--- config.mk ---
export PLATFORM = sky130hd
export DESIGN_NAME = ring_mon
export DESIGN_NICKNAME = d
export VERILOG_FILES = /design/src/rtl/ring_mon.sv
export SDC_FILE = /design/constraint.sdc
export NUM_CORES = 1
export LEC_CHECK = 0
export ABC_CLOCK_PERIOD_IN_PS = 5600
export CAP_MARGIN = 20
export CORE_ASPECT_RATIO = 1.1
export CORE_MARGIN = 1
export CORE_UTILIZATION = 26
export CTS_BUF_LIST = sky130_fd_sc_hd__clkbuf_4 sky130_fd_sc_hd__clkbuf_8
export DETAILED_ROUTE_END_ITERATION = 6
export HOLD_SLACK_MARGIN = 0.02
export SLEW_MARGIN = 20
export SYNTH_ARGS = -nofsm -noshare
export SYNTH_HDL_FRONTEND = slang
export SYNTH_SLANG_ARGS = --single-unit
--- constraint.sdc ---
create_clock -name clk -period 5.6 [get_ports clk]
set_input_delay 1.12 -clock clk [delete_from_list [all_inputs] [get_ports clk]]
set_output_delay 1.12 -clock clk [all_outputs]
set_load 0.1 [all_outputs]
--- src/rtl/ring_mon.sv ---
// Ring-counter monitor: checks a one-hot 4-bit ring for legal rotation, tracks lock and revolutions.
// Define RING_MON_ERRCNT_EN to build the saturating 8-bit error counter on err_cnt (tied to 0 otherwise).
module ring_mon #(
  parameter int unsigned LOCK_CNT = 4,
  parameter int unsigned REV_W    = 8
) (
  input  logic             clk,
  input  logic             rst_n,
  input  logic [3:0]       ring_in,
  input  logic             clr_err,
  output logic [1:0]       phase,
  output logic             phase_vld,
  output logic             rev_tick,
  output logic [REV_W-1:0] rev_cnt,
  output logic             lock,
  output logic             resync,
  output logic             err_onehot,
  output logic             err_seq,
  output logic             err_sticky,
  output logic [7:0]       err_cnt
);

  typedef enum logic [2:0] {
    CLS_NONE,
    CLS_INVALID,
    CLS_FIRST,
    CLS_HOLD,
    CLS_ADV,
    CLS_JUMP,
    CLS_BAD
  } cls_e;

  typedef enum logic [1:0] {
    ST_UNLOCKED,
    ST_LOCKING,
    ST_LOCKED
  } state_e;

  localparam logic [3:0]       LOCK_LAST = 4'(LOCK_CNT - 1);
  localparam logic [REV_W-1:0] REV_ONE   = REV_W'(1);

  logic [3:0]       cur_q;
  logic [3:0]       prev_q;
  logic             samp_vld_q;
  logic             first_q;
  state_e           state_q;
  state_e           state_d;
  logic [3:0]       adv_cnt_q;
  logic [3:0]       adv_cnt_d;
  logic [1:0]       phase_q;
  logic             phase_vld_q;
  logic             rev_tick_q;
  logic [REV_W-1:0] rev_cnt_q;
  logic             lock_q;
  logic             resync_q;
  logic             err_onehot_q;
  logic             err_seq_q;
  logic             err_sticky_q;

  cls_e       cls;
  logic       cur_onehot;
  logic [3:0] prev_rotl;
  logic [1:0] cur_enc;
  logic       rev_event;
  logic       err_event;

  assign cur_onehot = (cur_q != 4'd0) && ((cur_q & (cur_q - 4'd1)) == 4'd0);
  assign prev_rotl  = {prev_q[2:0], prev_q[3]};
  assign cur_enc    = {cur_q[2] | cur_q[3], cur_q[1] | cur_q[3]};

  // cur_q holds no real sample until the first edge after reset; samp_vld_q keeps
  // that reset value from being reported as a one-hot error.
  always_comb begin
    cls = CLS_NONE;
    if (!samp_vld_q) begin
      cls = CLS_NONE;
    end else if (!cur_onehot) begin
      cls = CLS_INVALID;
    end else if (first_q) begin
      cls = CLS_FIRST;
    end else if (cur_q == prev_q) begin
      cls = CLS_HOLD;
    end else if (cur_q == prev_rotl) begin
      cls = CLS_ADV;
    end else if (cur_q == 4'b1000 && prev_q != 4'b1000 && prev_q != 4'b0100) begin
      cls = CLS_JUMP;
    end else begin
      cls = CLS_BAD;
    end
  end

  assign rev_event = (cls == CLS_ADV) && (prev_q == 4'b1000);
  assign err_event = (cls == CLS_INVALID) || (cls == CLS_BAD);

  always_comb begin
    state_d   = state_q;
    adv_cnt_d = adv_cnt_q;
    case (cls)
      CLS_INVALID: begin
        state_d   = ST_UNLOCKED;
        adv_cnt_d = 4'd0;
      end
      CLS_FIRST, CLS_JUMP: begin
        state_d   = ST_LOCKING;
        adv_cnt_d = 4'd0;
      end
      CLS_ADV: begin
        case (state_q)
          ST_UNLOCKED: begin
            state_d   = ST_LOCKING;
            adv_cnt_d = 4'd0;
          end
          ST_LOCKING: begin
            if (adv_cnt_q == LOCK_LAST) begin
              state_d   = ST_LOCKED;
              adv_cnt_d = 4'd0;
            end else begin
              adv_cnt_d = adv_cnt_q + 4'd1;
            end
          end
          default: begin
            state_d = state_q;
          end
        endcase
      end
      CLS_BAD: begin
        // A bad step is still a one-hot sample, so an unlocked monitor starts locking on it.
        state_d   = (state_q == ST_UNLOCKED) ? ST_LOCKING : ST_UNLOCKED;
        adv_cnt_d = 4'd0;
      end
      default: begin
        state_d = state_q;
      end
    endcase
  end

  always_ff @(posedge clk or negedge rst_n) begin
    if (!rst_n) begin
      cur_q        <= 4'd0;
      prev_q       <= 4'd0;
      samp_vld_q   <= 1'b0;
      first_q      <= 1'b1;
      state_q      <= ST_UNLOCKED;
      adv_cnt_q    <= 4'd0;
      phase_q      <= 2'd0;
      phase_vld_q  <= 1'b0;
      rev_tick_q   <= 1'b0;
      rev_cnt_q    <= '0;
      lock_q       <= 1'b0;
      resync_q     <= 1'b0;
      err_onehot_q <= 1'b0;
      err_seq_q    <= 1'b0;
      err_sticky_q <= 1'b0;
    end else begin
      cur_q      <= ring_in;
      prev_q     <= cur_q;
      samp_vld_q <= 1'b1;
      if (cls == CLS_INVALID) begin
        first_q <= 1'b1;
      end else if (cls == CLS_FIRST) begin
        first_q <= 1'b0;
      end
      state_q   <= state_d;
      adv_cnt_q <= adv_cnt_d;
      if (samp_vld_q && cur_onehot) begin
        phase_q <= cur_enc;
      end
      phase_vld_q  <= samp_vld_q & cur_onehot;
      rev_tick_q   <= rev_event;
      lock_q       <= (state_d == ST_LOCKED);
      resync_q     <= (cls == CLS_JUMP);
      err_onehot_q <= (cls == CLS_INVALID);
      err_seq_q    <= (cls == CLS_BAD);
      if (rev_event && state_d == ST_LOCKED) begin
        rev_cnt_q <= rev_cnt_q + REV_ONE;
      end
      err_sticky_q <= err_event | (err_sticky_q & ~clr_err);
    end
  end

`ifdef RING_MON_ERRCNT_EN
  logic [7:0] err_cnt_q;

  always_ff @(posedge clk or negedge rst_n) begin
    if (!rst_n) begin
      err_cnt_q <= 8'd0;
    end else if (err_event) begin
      if (err_cnt_q != 8'hFF) begin
        err_cnt_q <= err_cnt_q + 8'd1;
      end
    end else if (clr_err) begin
      err_cnt_q <= 8'd0;
    end
  end

  assign err_cnt = err_cnt_q;
`else
  assign err_cnt = 8'd0;
`endif

  assign phase      = phase_q;
  assign phase_vld  = phase_vld_q;
  assign rev_tick   = rev_tick_q;
  assign rev_cnt    = rev_cnt_q;
  assign lock       = lock_q;
  assign resync     = resync_q;
  assign err_onehot = err_onehot_q;
  assign err_seq    = err_seq_q;
  assign err_sticky = err_sticky_q;

endmodule

## Word level (Yosys, flattened, before mapping)

Cells that the tools add are included.

| cells by class | value |
|---|---|
| mux-type cells | 15 |
| $add $sub $neg | 3 |
| bitwise gates (word level) | 7 |
| reductions and logical operators | 15 |
| eq/ne operators | 15 |

Operators with widths:

| kind | count |
|---|---|
| $pmux W4 S2 | 2 |
| $mux W3 | 4 |
| $eq A3 B3 Y1 const B | 3 |
| $add A8 B1 Y8 const B | 1 |
| $eq A4 B4 Y1 | 2 |
| $eq A4 B4 Y1 const B | 2 |
| $pmux W2 S4 | 1 |
| $logic_and A1 B1 Y1 | 6 |
| $mux W2 | 3 |
| $add A4 B1 Y4 const B | 1 |
| $and A4 B4 Y4 | 1 |
| $eq A4 B2 Y1 const B | 1 |
| $logic_not A4 Y1 | 1 |
| $mux W4 | 1 |
| $ne A4 B3 Y1 const B | 1 |
| $ne A4 B4 Y1 const B | 1 |
| $pmux W2 S2 | 1 |
| $reduce_bool A2 Y1 | 2 |
| $reduce_bool A4 Y1 | 1 |
| $reduce_or A4 Y1 | 1 |
| $sub A4 B1 Y4 const B | 1 |
| $eq A3 B1 Y1 const B | 1 |
| $eq A3 B2 Y1 const B | 1 |
| $mux W1 | 3 |
| 10 further kinds | 13 |

| storage, ports and cells | value |
|---|---|
| output and inout bits | 25 |
| word-level logic and storage cells | 70 |
| bits of input ports | 7 |
| register bits after elaboration | 33 |

## Depth between registers and ports, before layout

| depth | value |
|---|---|
| depth after elaboration | 14 |
| mapped depth | 7 |
| depth with buffers taken out | 7 |

## Worst setup path after synthesis

No wires, ideal clock.

| timing | value |
|---|---|
| kind | register -> register |
| start point | reg prev_q[0] |
| end point | reg rev_cnt_q[2] (netlist: rev_cnt[2]) |
| data required time | 5439 ps |
| path slack | 3426 ps |
| path buffers | 0 |
| arrival time | 2013 ps |
| stages on the path, launching flop included | 7 |
| library setup time | 161 ps |
| period minus slack after synthesis | 2174 ps |
| cell sequence | dfrtp_1 or4b_4 or3b_4 nor4b_4 a41oi_4 nand2b_1 xnor2_1 |

| between the ends | value |
|---|---|
| longest elaborated chain between the ends | 14 |
| elaborated cells on any way between the ends | 23 |
| classes of those cells | eq/ne: 11; mux: 7; reduce/logical: 5 |

Ends and longest elaborated chain:

| what | RTL line | RTL |
|---|---|---|
| from (decl) | 43 | `logic [3:0] prev_q;` |
| from (signal assigned) | 156 | `prev_q <= cur_q;` |
| $ne A4 B4 Y1 | 85 | `end else if (cur_q == 4'b1000 && prev_q != 4'b1000 && prev_q != 4'b0100) begin` |
| $logic_and A1 B1 Y1 (2 in series) | 85 |  |
| $mux W2 | 85 |  |
| $mux W2 | 83 | `end else if (cur_q == prev_rotl) begin` |
| $mux W3 | 81 | `end else if (cur_q == prev_q) begin` |
| $mux W3 | 79 | `end else if (first_q) begin` |
| $mux W3 | 77 | `end else if (!cur_onehot) begin` |
| $mux W3 | 75 | `if (!samp_vld_q) begin` |
| $eq A3 B2 Y1 / $eq A3 B3 Y1 (equally long branches) | 98 | `case (cls)` |
| $reduce_or A2 Y1 | 98 |  |
| $pmux W2 S4 | 98 |  |
| $eq A2 B2 Y1 | 174 | `if (rev_event && state_d == ST_LOCKED) begin` |
| $logic_and A1 B1 Y1 (*) | 174 |  |
| to (signal assigned) | 175 | `rev_cnt_q <= rev_cnt_q + REV_ONE;` |
| to (decl) | 53 | `logic [REV_W-1:0] rev_cnt_q;` |

Mark *: on every way between the ends. The rest lies on a longest branch, timed or not.
A chain may end at the register's enable or synchronous reset.

## Worst setup path in the final report

| timing | value |
|---|---|
| start point | reg rev_cnt_q[2] (netlist: rev_cnt[2]) |
| end point | out rev_cnt[2] |

RTL lines:

| what | RTL line | RTL |
|---|---|---|
| to (decl) | 14 | `output logic [REV_W-1:0] rev_cnt,` |

No word-level cell between the ends.

==> results_dict.tcl <==
set metrics [dict create \
    final_common_cell "dfrtp_1" \
    synth-edff-count 0 \
    avgSynthCellArea_um2 11.4 \
    fin_worst_skew_ps 6.92 \
    fin_ws_ps 2580 \
    die_x_um 79.0 \
    grt_usage_pct 10.1 \
    first_pass_iters 4 \
    cts_max_path_buffers 2 \
    regArea_um2 827 \
    cts_tree "built" \
    fmaxAchievable_mhz 331 \
    critPathKind "reg -> out" \
    drc_errors 0 \
    irDropWorstVdd_v 0.000188 \
    multi_input_comb_area_um2 787 \
    clkLatencyLatePin_ps 280 \
    crit_fanout 7 \
    viasPerCell 4.44 \
    globalplace.congestion 0.700 \
    post-place-ws_ps 2880 \
    crit_arrival_ps 1900 \
    dp_hpwl_um 2140 \
    wl_per_cell_um 11.5 \
    tns_ps 0 \
    synth_seq_cells 33 \
    clk_pin_slew_ps 60 \
    layout_common_cells "32 x dfrtp_1, 23 x clkdlybuf4s50_1, 14 x xor2_1" \
    period_needed_ps 3020 \
    area_growth_pct 22.3 \
    drt-total-wl_um 2970 \
    cts_hold_buf 0 \
    fin_util_pct 33.3 \
    async_flop_share_pct 100 \
    rsz0062_at_grt "no" \
    cts_sinks 33 \
    syn_area_um2 1690 \
    cp_top_family "buffers and inverters" \
    grt_max_degree 34 \
    grt_overflow_total 0 \
    leakagePower_nw 0.881 \
    synth_cell_type_count 44 \
    n_fill_cell 653 \
    core_um2 6230 \
    die_h_um 86.7 \
    relSlewSlack_pct 34.2 \
    fin_nets 186 \
    dieArea_um2 6840 \
    diodes 0 \
    synth_top_flop_cell "dfrtp_1" \
    critPathRequiredTime_ps 4480 \
    rows 30 \
    cts_inserted_buffers 5 \
    ys_warn_count 0 \
    synthCells 149 \
    start_util_pct 27.2 \
    postRouteAntennaNets 0 \
    cts_setup_buffers 0 \
    crit_path_cell_trace "clkdlybuf4s50_1" \
    worstSetupStartpoint "rev_cnt[2]" \
    max_stage_delay_ps 1170 \
    critPathCaptureType "output port" \
    grt_pass1_vias 1122 \
    h-tree-depth 2 \
    p_total_mw 0.575 \
    ioPinCount 32 \
    outcome "finished clean" \
    vias 1140 \
    ys_seq_area_share_pct 48.8 \
    slowest_stage "clkdlybuf4s50_1" \
    antenna_found_initial 0 \
    postCtsResizedCells 0 \
    period_share_pct 54.0 \
    portBuffers 23 \
    worst-path-buf-inv 1 \
    powerDensity_nw_per_um2 278 \
    grt_pass1_wl_um 5260 \
    drv_cap 0 \
    setup_viol 0 \
    finalHoldViolations 0 \
    r2r_start "cur_q[3]" \
    slew_violations 0 \
    drt-initial-drc-count 30 \
    worst_pin_slew_ps 984 \
    start_kind "flop" \
    clockRootBuffer "clkbuf_8" \
    holdCritPathClass "reg -> reg" \
    drive_gt1_share_pct 13.0 \
    hp-start "rev_cnt[7]" \
]
==> metal layers <==
| layer | routed length [um] | track usage (%) |
|---|---|---|
| met4 | 41 | 3.97 |
| met2 | 1350 | 15.3 |
| met3 | 146 | 3.47 |
| met5 | 0 | 0 |
| met1 | 1420 | 13.1 |
==> per-stage QoR <==
step / area [um^2] / std cells / hold WS, ps
2_1_floorplan: 1720 / 156 / 349
3_3_place_gp: 1980 / 250 / 457
3_5_place_dp: 1980 / 250 / 467
4_1_cts: 2070 / 257 / 479
5_1_grt: 2070 / 257 / 525
6_report: 2070 / 257 / 474
==> cell usage after synthesis (2+ instances only) <==
| library cell | n | share of area [%] |
|---|---|---|
| dfrtp_1 | 32 | 47 |
| xor2_1 | 14 | 7.2 |
| nand2_1 | 10 | 2.2 |
| buf_4 | 8 | 3.5 |
| inv_1 | 8 | 1.8 |
| nor2_1 | 8 | 1.8 |
| nor2b_1 | 6 | 2.2 |
| o21ai_0 | 6 | 1.8 |
| nand3_1 | 4 | 1.2 |
| a21oi_1 | 3 | 0.89 |
| nand2b_1 | 3 | 1.1 |
| nand4_1 | 3 | 1.1 |
| nor3_1 | 3 | 0.89 |
| nor3b_2 | 3 | 2.2 |
| xnor2_1 | 3 | 1.6 |
| a211oi_2 | 2 | 1.5 |
| conb_1 | 2 | 0.44 |
| ha_1 | 2 | 1.5 |
| mux2i_1 | 2 | 1.2 |
| nor4b_1 | 2 | 1.0 |
| o31a_1 | 2 | 1.0 |
==> where the power goes <==
group          total (mW)  switching [mW]  leakage (nW)  internal [mW]
registers           0.265          0.0135         0.425          0.251
logic               0.126          0.0959         0.408         0.0296
clock network       0.185          0.0827        0.0477          0.102
total               0.575           0.192         0.881          0.383
==> registers in the layout, indices dropped and copies added, names as in the netlist <==
signal and cells:
rev_cnt 8, err_sticky 1, state_q 2, phase 2
adv_cnt_q 4, lock 1, phase_vld 1, err_onehot 1
samp_vld_q 1, resync 1, rev_tick 1, first_q 1
prev_q 4, err_seq 1, cur_q 4
==> cell type report <==
class	count	area share, %
Sequential cell	33	39.9
Multi-Input combinational cell	105	38.0
Timing Repair Buffer	24	11.5
Tap cell	80	4.83
Clock buffer	7	4.35
Inverter	8	1.45
==> final timing paths <==
path | end | slack [ps] | cells after the start
setup / recovery | rev_cnt[2] | 2580 | 1
hold / removal | rev_cnt[7] | 470 | 1
setup reg to reg | rev_cnt[5] | 3220 | 6
hold reg to reg | rev_cnt[7] | 470 | 1
max in group asynchronous | first_q | 4030 | 2
min in group asynchronous | resync | 1230 | 2
==> logic make-up (layout without fill, tap and decap cells) <==
family,Yosys count,in the layout,share of synthesized area (%)
AOI/OAI and AO/OA,21,21,11.2
muxes,3,3,1.85
and+or+nand+nor,53,53,21.1
adders and majority gates,2,2,1.48
buffers and inverters,18,39,6.28
other,2,9,0.443
DFF,33,33,48.8
xor gates and xnor gates,17,17,8.79
(Power assumes the default switching activity.)
